**src/rtl/snake_body_ctrl.sv**
```systemverilog
// Segment-RAM sequencer for the snake body: power-up clear/init, per-move tail erase,
// body shift, head write and per-segment pixel streaming to the VGA writer.
module snake_body_ctrl #(
   parameter int unsigned ADDR_W      = 11,
   parameter int unsigned MAX_LEN     = 2000,
   parameter int unsigned INIT_LEN    = 3,
   parameter int unsigned GROW_STEP   = 5,
   parameter int unsigned CELL_PIX    = 16,
   parameter logic [2:0]  HEAD_COLOUR = 3'b100
) (
   input  logic                        clk,
   input  logic                        rst,
   input  logic                        go,
   input  logic                        grow,
   input  logic                        is_dead,
   input  logic [2:0]                  colour_in,
   output logic [ADDR_W-1:0]           addr,
   output logic                        clr_we,
   output logic                        init_we,
   output logic                        shift_we,
   output logic                        head_we,
   output logic                        draw_en,
   output logic [$clog2(CELL_PIX)-1:0] pix_idx,
   output logic [2:0]                  colour_out,
   output logic [ADDR_W-1:0]           len,
   output logic                        full,
   output logic                        busy,
   output logic                        frame_done
);

   localparam int unsigned       PIX_W    = $clog2(CELL_PIX);
   localparam logic [PIX_W-1:0]  PIX_LAST = PIX_W'(CELL_PIX - 1);
   localparam logic [PIX_W-1:0]  PIX_ONE  = PIX_W'(1);
   localparam logic [ADDR_W-1:0] CLR_LAST = ADDR_W'(MAX_LEN - 1);
   localparam logic [ADDR_W-1:0] LEN_INIT = ADDR_W'(INIT_LEN);
   localparam logic [ADDR_W-1:0] LEN_MAX  = ADDR_W'(MAX_LEN);
   localparam logic [ADDR_W-1:0] ONE      = ADDR_W'(1);
   // One spare bit so MAX_LEN == 2**ADDR_W and len+GROW_STEP compare without wrap.
   localparam logic [ADDR_W:0]   MAX_EXT  = (ADDR_W + 1)'(MAX_LEN);
   localparam logic [ADDR_W:0]   STEP_EXT = (ADDR_W + 1)'(GROW_STEP);

   typedef enum logic [3:0] {
      StClear, StInit, StIdle, StErase, StShiftRd, StShiftWr, StHeadWr, StDraw, StDone
   } state_e;

   state_e              state_q, state_d;
   logic [ADDR_W-1:0]   cnt_q, cnt_d;
   logic [ADDR_W-1:0]   len_q, len_d;
   logic [PIX_W-1:0]    pix_q, pix_d;
   logic                pend_q, pend_d;
   logic [ADDR_W-1:0]   len_last;
   logic [ADDR_W:0]     grown;

   assign len_last = len_q - ONE;
   assign grown    = {1'b0, len_q} + STEP_EXT;

   always_ff @(posedge clk or negedge rst) begin
      if (!rst) begin
         state_q <= StClear;
         cnt_q   <= '0;
         pix_q   <= '0;
         len_q   <= LEN_INIT;
         pend_q  <= 1'b0;
      end else begin
         state_q <= state_d;
         cnt_q   <= cnt_d;
         pix_q   <= pix_d;
         len_q   <= len_d;
         pend_q  <= pend_d;
      end
   end

   always_comb begin
      state_d = state_q;
      cnt_d   = cnt_q;
      pix_d   = pix_q;
      len_d   = len_q;
      pend_d  = pend_q | grow;
      unique case (state_q)
         StClear: begin
            if (cnt_q == CLR_LAST) begin
               state_d = StInit;
               cnt_d   = '0;
            end else begin
               cnt_d = cnt_q + ONE;
            end
         end
         StInit: begin
            if (cnt_q == len_last) begin
               state_d = StIdle;
               cnt_d   = '0;
            end else begin
               cnt_d = cnt_q + ONE;
            end
         end
         StIdle: begin
            if (go) begin
               state_d = StErase;
               pix_d   = '0;
            end
         end
         StErase: begin
            pix_d = pix_q + PIX_ONE;
            if (pix_q == PIX_LAST) begin
               state_d = StShiftRd;
               cnt_d   = len_last;
            end
         end
         StShiftRd: state_d = StShiftWr;
         StShiftWr: begin
            cnt_d   = cnt_q - ONE;
            state_d = (cnt_q == ONE) ? StHeadWr : StShiftRd;
         end
         StHeadWr: begin
            // A grow arriving in this very cycle is kept for the next move.
            if (pend_q) begin
               len_d  = (grown > MAX_EXT) ? LEN_MAX : grown[ADDR_W-1:0];
               pend_d = grow;
            end
            cnt_d   = '0;
            pix_d   = '0;
            state_d = StDraw;
         end
         StDraw: begin
            pix_d = pix_q + PIX_ONE;
            if (pix_q == PIX_LAST) begin
               if (cnt_q == len_last) begin
                  state_d = StDone;
                  cnt_d   = '0;
               end else begin
                  cnt_d = cnt_q + ONE;
               end
            end
         end
         StDone:  state_d = StIdle;
         default: state_d = StClear;
      endcase
      if (is_dead) begin
         state_d = StClear;
         cnt_d   = '0;
         pix_d   = '0;
         len_d   = LEN_INIT;
         pend_d  = 1'b0;
      end
   end

   always_comb begin
      addr       = cnt_q;
      clr_we     = 1'b0;
      init_we    = 1'b0;
      shift_we   = 1'b0;
      head_we    = 1'b0;
      draw_en    = 1'b0;
      colour_out = 3'b000;
      frame_done = 1'b0;
      unique case (state_q)
         StClear:   clr_we = 1'b1;
         StInit:    init_we = 1'b1;
         StIdle:    ;
         StErase: begin
            addr    = len_last;
            draw_en = 1'b1;
         end
         StShiftRd: addr = cnt_q - ONE;
         StShiftWr: shift_we = 1'b1;
         StHeadWr: begin
            addr    = '0;
            head_we = 1'b1;
         end
         StDraw: begin
            draw_en    = 1'b1;
            colour_out = (cnt_q == '0) ? HEAD_COLOUR : colour_in;
         end
         StDone:    frame_done = 1'b1;
         default:   ;
      endcase
      // State sits at CLEAR during reset; keep the RAM and VGA side quiet until release.
      if (!rst) begin
         clr_we     = 1'b0;
         init_we    = 1'b0;
         shift_we   = 1'b0;
         head_we    = 1'b0;
         draw_en    = 1'b0;
         colour_out = 3'b000;
         frame_done = 1'b0;
      end
   end

   assign pix_idx = pix_q;
   assign len     = len_q;
   assign full    = ({1'b0, len_q} == MAX_EXT);
   assign busy    = (state_q != StIdle);

endmodule

```
**config.mk**
```make
export PLATFORM = sky130hd
export DESIGN_NAME = snake_body_ctrl
export DESIGN_NICKNAME = d
export VERILOG_FILES = /design/src/rtl/snake_body_ctrl.sv
export SDC_FILE = /design/constraint.sdc
export NUM_CORES = 1
export LEC_CHECK = 0
export ABC_AREA = 0
export CAP_MARGIN = 15
export CORE_UTILIZATION = 25
export DETAILED_ROUTE_END_ITERATION = 7
export PLACE_DENSITY = 0.41
export SLEW_MARGIN = 20
export SYNTH_ARGS = -nofsm -noshare
export SYNTH_HDL_FRONTEND = slang
export SYNTH_SLANG_ARGS = --single-unit
```
**constraint.sdc**
```tcl
create_clock -name clk -period 3.1 [get_ports clk]
set_clock_uncertainty 0.15 [all_clocks]
set_input_delay 0.31 -clock clk [delete_from_list [all_inputs] [get_ports clk]]
set_output_delay 0.31 -clock clk [all_outputs]
set_load 0.01 [all_outputs]
```
==> metrics.txt, run 1 <==
run status=finished, final reports clean; Buffers & Inverters on Critical Path=2; htree depth=2; Yosys top cell area share=20.9%; clock root cell=sky130_fd_sc_hd__clkbuf_16; drt first-iter violations=299; slowest CP cell=sky130_fd_sc_hd__clkdlybuf4s50_1; biggest area consumer among synthesized cells=sky130_fd_sc_hd__dfrtp_1; final global-route overflow total=0; first drt pass iteration count=5; achievable frequency=338 MHz; initial antenna violation count=0; leakage dissipation=1.81 nW; CTS sink cnt=31; number of distinct library cells after synthesis=70; register-to-register setup slack=0.24 ns; core utilization of the finished layout=34.2%; actual slew at the worst max-slew pin=0.652 ns; Clk pin slew, worst setup/hold paths=0.06 ns; hpwl dp=9990 µm; ranking of synthesized cells by instance count=sky130_fd_sc_hd__nand2_1 (55), sky130_fd_sc_hd__nor2_1 (43), sky130_fd_sc_hd__clkbuf_1 (32), sky130_fd_sc_hd__dfrtp_1 (29), sky130_fd_sc_hd__o21ai_0 (26); fill cell instance count of the final layout=1,434; Final Hold Vio Count=0; wire length of the first global-routing pass=21,900 µm; buffer depth of the longest clock path=2; worst reg2reg path depth=10; post-route antenna net violation count=0; Yosys reg bits=31; clock tree from TritonCTS=yes; max-cap viol count=0; layout overhead on the synthesized area=31.6%; syn avg cell area=7.26 µm²; IO Pins=45; final wirelength=13,500 µm; largest delay contributor family on the critical path=simple AND/OR/NAND/NOR gates; Reg2Reg Capture Point=state_q[2]; final-layout worst hold slack=0.365 ns; crit start category=flop; I/O Buffers=44; time the worst path needs with I/O delays and setup=2.96 ns; final routed wire length divided by cell count=18.8 µm; slew margin rel.=56.5%; Async S/R FF share, synth=100%; CP cell instances=inv_1 > ha_2 > or3b_2 > nor4_1 > clkdlybuf4s50_1; number of vias per cell after detailed routing=5.49; maximum fanout along the worst path=8; number of nets in the final layout=555; Final Setup Violations=0; maximum number of pins on one net before global-route repair=21; number of post-CTS setup repair buffers=0; via count of the routed design=3,931; data arrival time of the worst path=2.50 ns; fraction of final layout cells with drive strength greater than 1=14.8%; predominant post-synthesis flop cell=sky130_fd_sc_hd__dfrtp_1; post-route clock period utilization=95.3%; net count after synthesis=495; startpoint of the worst register-to-register path=len[0]; Die Y-Extent=120 µm; gate count after technology mapping=479; CP peak stage delay=0.61 ns; sort of element at the end of the critical path=output pin; number of global-route vias before repair=3,877; total power divided by cell area=244 nW/µm²; Worst Path Class, Setup=reg2out; unrepaired setup endpoints after global routing=false; dominant cells by area after synthesis=sky130_fd_sc_hd__dfrtp_1 (21%), sky130_fd_sc_hd__nand2_1 (5.9%), sky130_fd_sc_hd__xnor2_1 (5.5%); Max Transition Viols Final=0; VDD IR max=0.226 mV; Initial Utilization=26.0%; synthesized cell area=3480 µm²; overall track demand over capacity in global routing=19.4%; Rows=42; top-count cell post-synth=sky130_fd_sc_hd__nand2_1; proportion of synthesized chip area in sequential cells=22.4%; routability congestion estimate from global placement=0.849; total clock buffers created by CTS=5; worst min-delay path class=in2async; Ys Warns=0; detailed-route DRC error count=0; number of antenna repair diodes=0; core box area=13,400 µm²; Clock Latency Late Sink=0.28 ns; number of synthesized flops with an enable pin=0; total die area=14,400 µm²; worst endpoint required time=2.64 ns; horizontal extent of the die=120 µm
==> power by group <==
group | switching [mW] | leakage [nW] | internal [mW]
registers | 0.00421 | 0.422 | 0.410
logic | 0.111 | 1.32 | 0.0773
clock network | 0.214 | 0.0700 | 0.301
total | 0.329 | 1.81 | 0.788
==> stage by stage <==
| stage | std cells | area, µm² | TNS (ns) | total power [mW] | worst slack (ns) |
|---|---|---|---|---|---|
| after floorplan | 479 | 3480 | 0 | 0.524 | 0.214 |
| after global placement | 707 | 4340 | 0 | 0.602 | 0.116 |
| after detailed placement | 707 | 4340 | -0.0200 | 0.602 | -0.0200 |
| after CTS | 716 | 4510 | 0 | 1.12 | 0.0171 |
| after global routing | 716 | 4580 | 0 | 1.16 | 0.00186 |
| final | 716 | 4580 | 0 | 1.12 | 0.145 |
==> layout make-up <==
cell class	instances	area, µm²	share of cell area [%]
clock buffers	5	125	2.73
clock inverters	3	25.0	0.546
inverters	14	52.6	1.15
multi-input cells	393	2550	55.7
flip-flops and latches	31	778	17.0
well taps	176	220	4.81
repair buffers	94	826	18.0
==> metal layers <==
| metal | GRT usage, % | up-vias | routed length [µm] |
|---|---|---|---|
| met5 | 0 | - | 0 |
| li1 | - | 1904 | - |
| met3 | 2.99 | 19 | 623 |
| met2 | 31.5 | 108 | 6170 |
| met4 | 5.55 | 0 | 272 |
| met1 | 26.5 | 1900 | 6400 |
==> state kept, by name, indices dropped and copies added (netlist names) <==
register,count
cnt_q,11
len,11
pix_idx,4
state_q,4
pend_q,1
==> worst max path at each step <==
stage,startpoint,end,cells after the start
6_report,len[0],full,5
5_1_grt,len[2],addr[5],6
4_1_cts,len[1],addr[9],8
3_5_place_dp,len[0],cnt_q[8],9
3_3_place_gp,len[0],cnt_q[8],9
2_1_floorplan,len[0],cnt_q[4],12
==> repair_timing <==
| item | 4_1_cts | 5_1_grt |
|---|---|---|
| hold endpoints to repair | 11 | 0 |
| setup endpoints to repair | 5 | 22 |
| resized for setup | 3 | 18 |
| hold buffers | 1 | 0 |
==> cell usage in the layout (no fill, tap or decap), types with 6 or more instances in the layout <==
cell | netlist | layout
sky130_fd_sc_hd__dfrtp_1 | 29 | 29
sky130_fd_sc_hd__a31oi_1 | 11 | 11
sky130_fd_sc_hd__nand3_1 | 19 | 19
sky130_fd_sc_hd__nand2_1 | 55 | 55
sky130_fd_sc_hd__o31ai_1 | 9 | 9
sky130_fd_sc_hd__nand2b_1 | 6 | 6
sky130_fd_sc_hd__nor3_1 | 19 | 15
sky130_fd_sc_hd__and2_1 | 12 | 11
sky130_fd_sc_hd__o211ai_1 | 12 | 12
sky130_fd_sc_hd__o22ai_1 | 6 | 6
sky130_fd_sc_hd__nor4_1 | 11 | 9
sky130_fd_sc_hd__clkdlybuf4s50_1 | 0 | 38
sky130_fd_sc_hd__nand4_1 | 6 | 6
sky130_fd_sc_hd__and3_1 | 6 | 6
sky130_fd_sc_hd__o21ai_0 | 26 | 24
sky130_fd_sc_hd__xor2_1 | 12 | 12
sky130_fd_sc_hd__ha_1 | 8 | 7
sky130_fd_sc_hd__buf_4 | 0 | 49
sky130_fd_sc_hd__a21oi_1 | 24 | 24
sky130_fd_sc_hd__nor2_1 | 43 | 43
sky130_fd_sc_hd__inv_1 | 14 | 14
sky130_fd_sc_hd__xnor2_1 | 22 | 22
==> worst reg2reg max path, delay by kind of cell, from the launching register on <==
family | cells | cell delay [ns]
flops | 1 | 0.61
fa+ha+maj | 1 | 0.34
simple gates | 2 | 0.30
compound gates | 4 | 0.87
buf+inv | 2 | 0.25
xor+xnor | 1 | 0.19
==> cell families (layout without fill, tap and decap cells) <==
family	count (synthesis)	after routing	synth area share [%]
adder cells (fa/ha/maj)	8	8	2.88
flip-flops	31	31	22.4
AND/OR/NAND/NOR	206	206	30.2
XOR/XNOR	34	34	8.56
multiplexers	2	2	0.575
AO/OA/AOI/OAI	143	143	29.1
buffers and inverters	55	116	6.29
(Power assumes the default switching activity.)
==> run 2: changes to the inputs <==
--- a/config.mk
+++ b/config.mk
@@ -9,6 +9,7 @@
 export CAP_MARGIN = 15
 export CORE_UTILIZATION = 25
 export DETAILED_ROUTE_END_ITERATION = 7
+export GPL_ROUTABILITY_DRIVEN = 0
 export PLACE_DENSITY = 0.41
 export SLEW_MARGIN = 20
 export SYNTH_ARGS = -nofsm -noshare
==> results of run 2 <==
No change in the layout: final DEF, timing and power equal those of run 1.
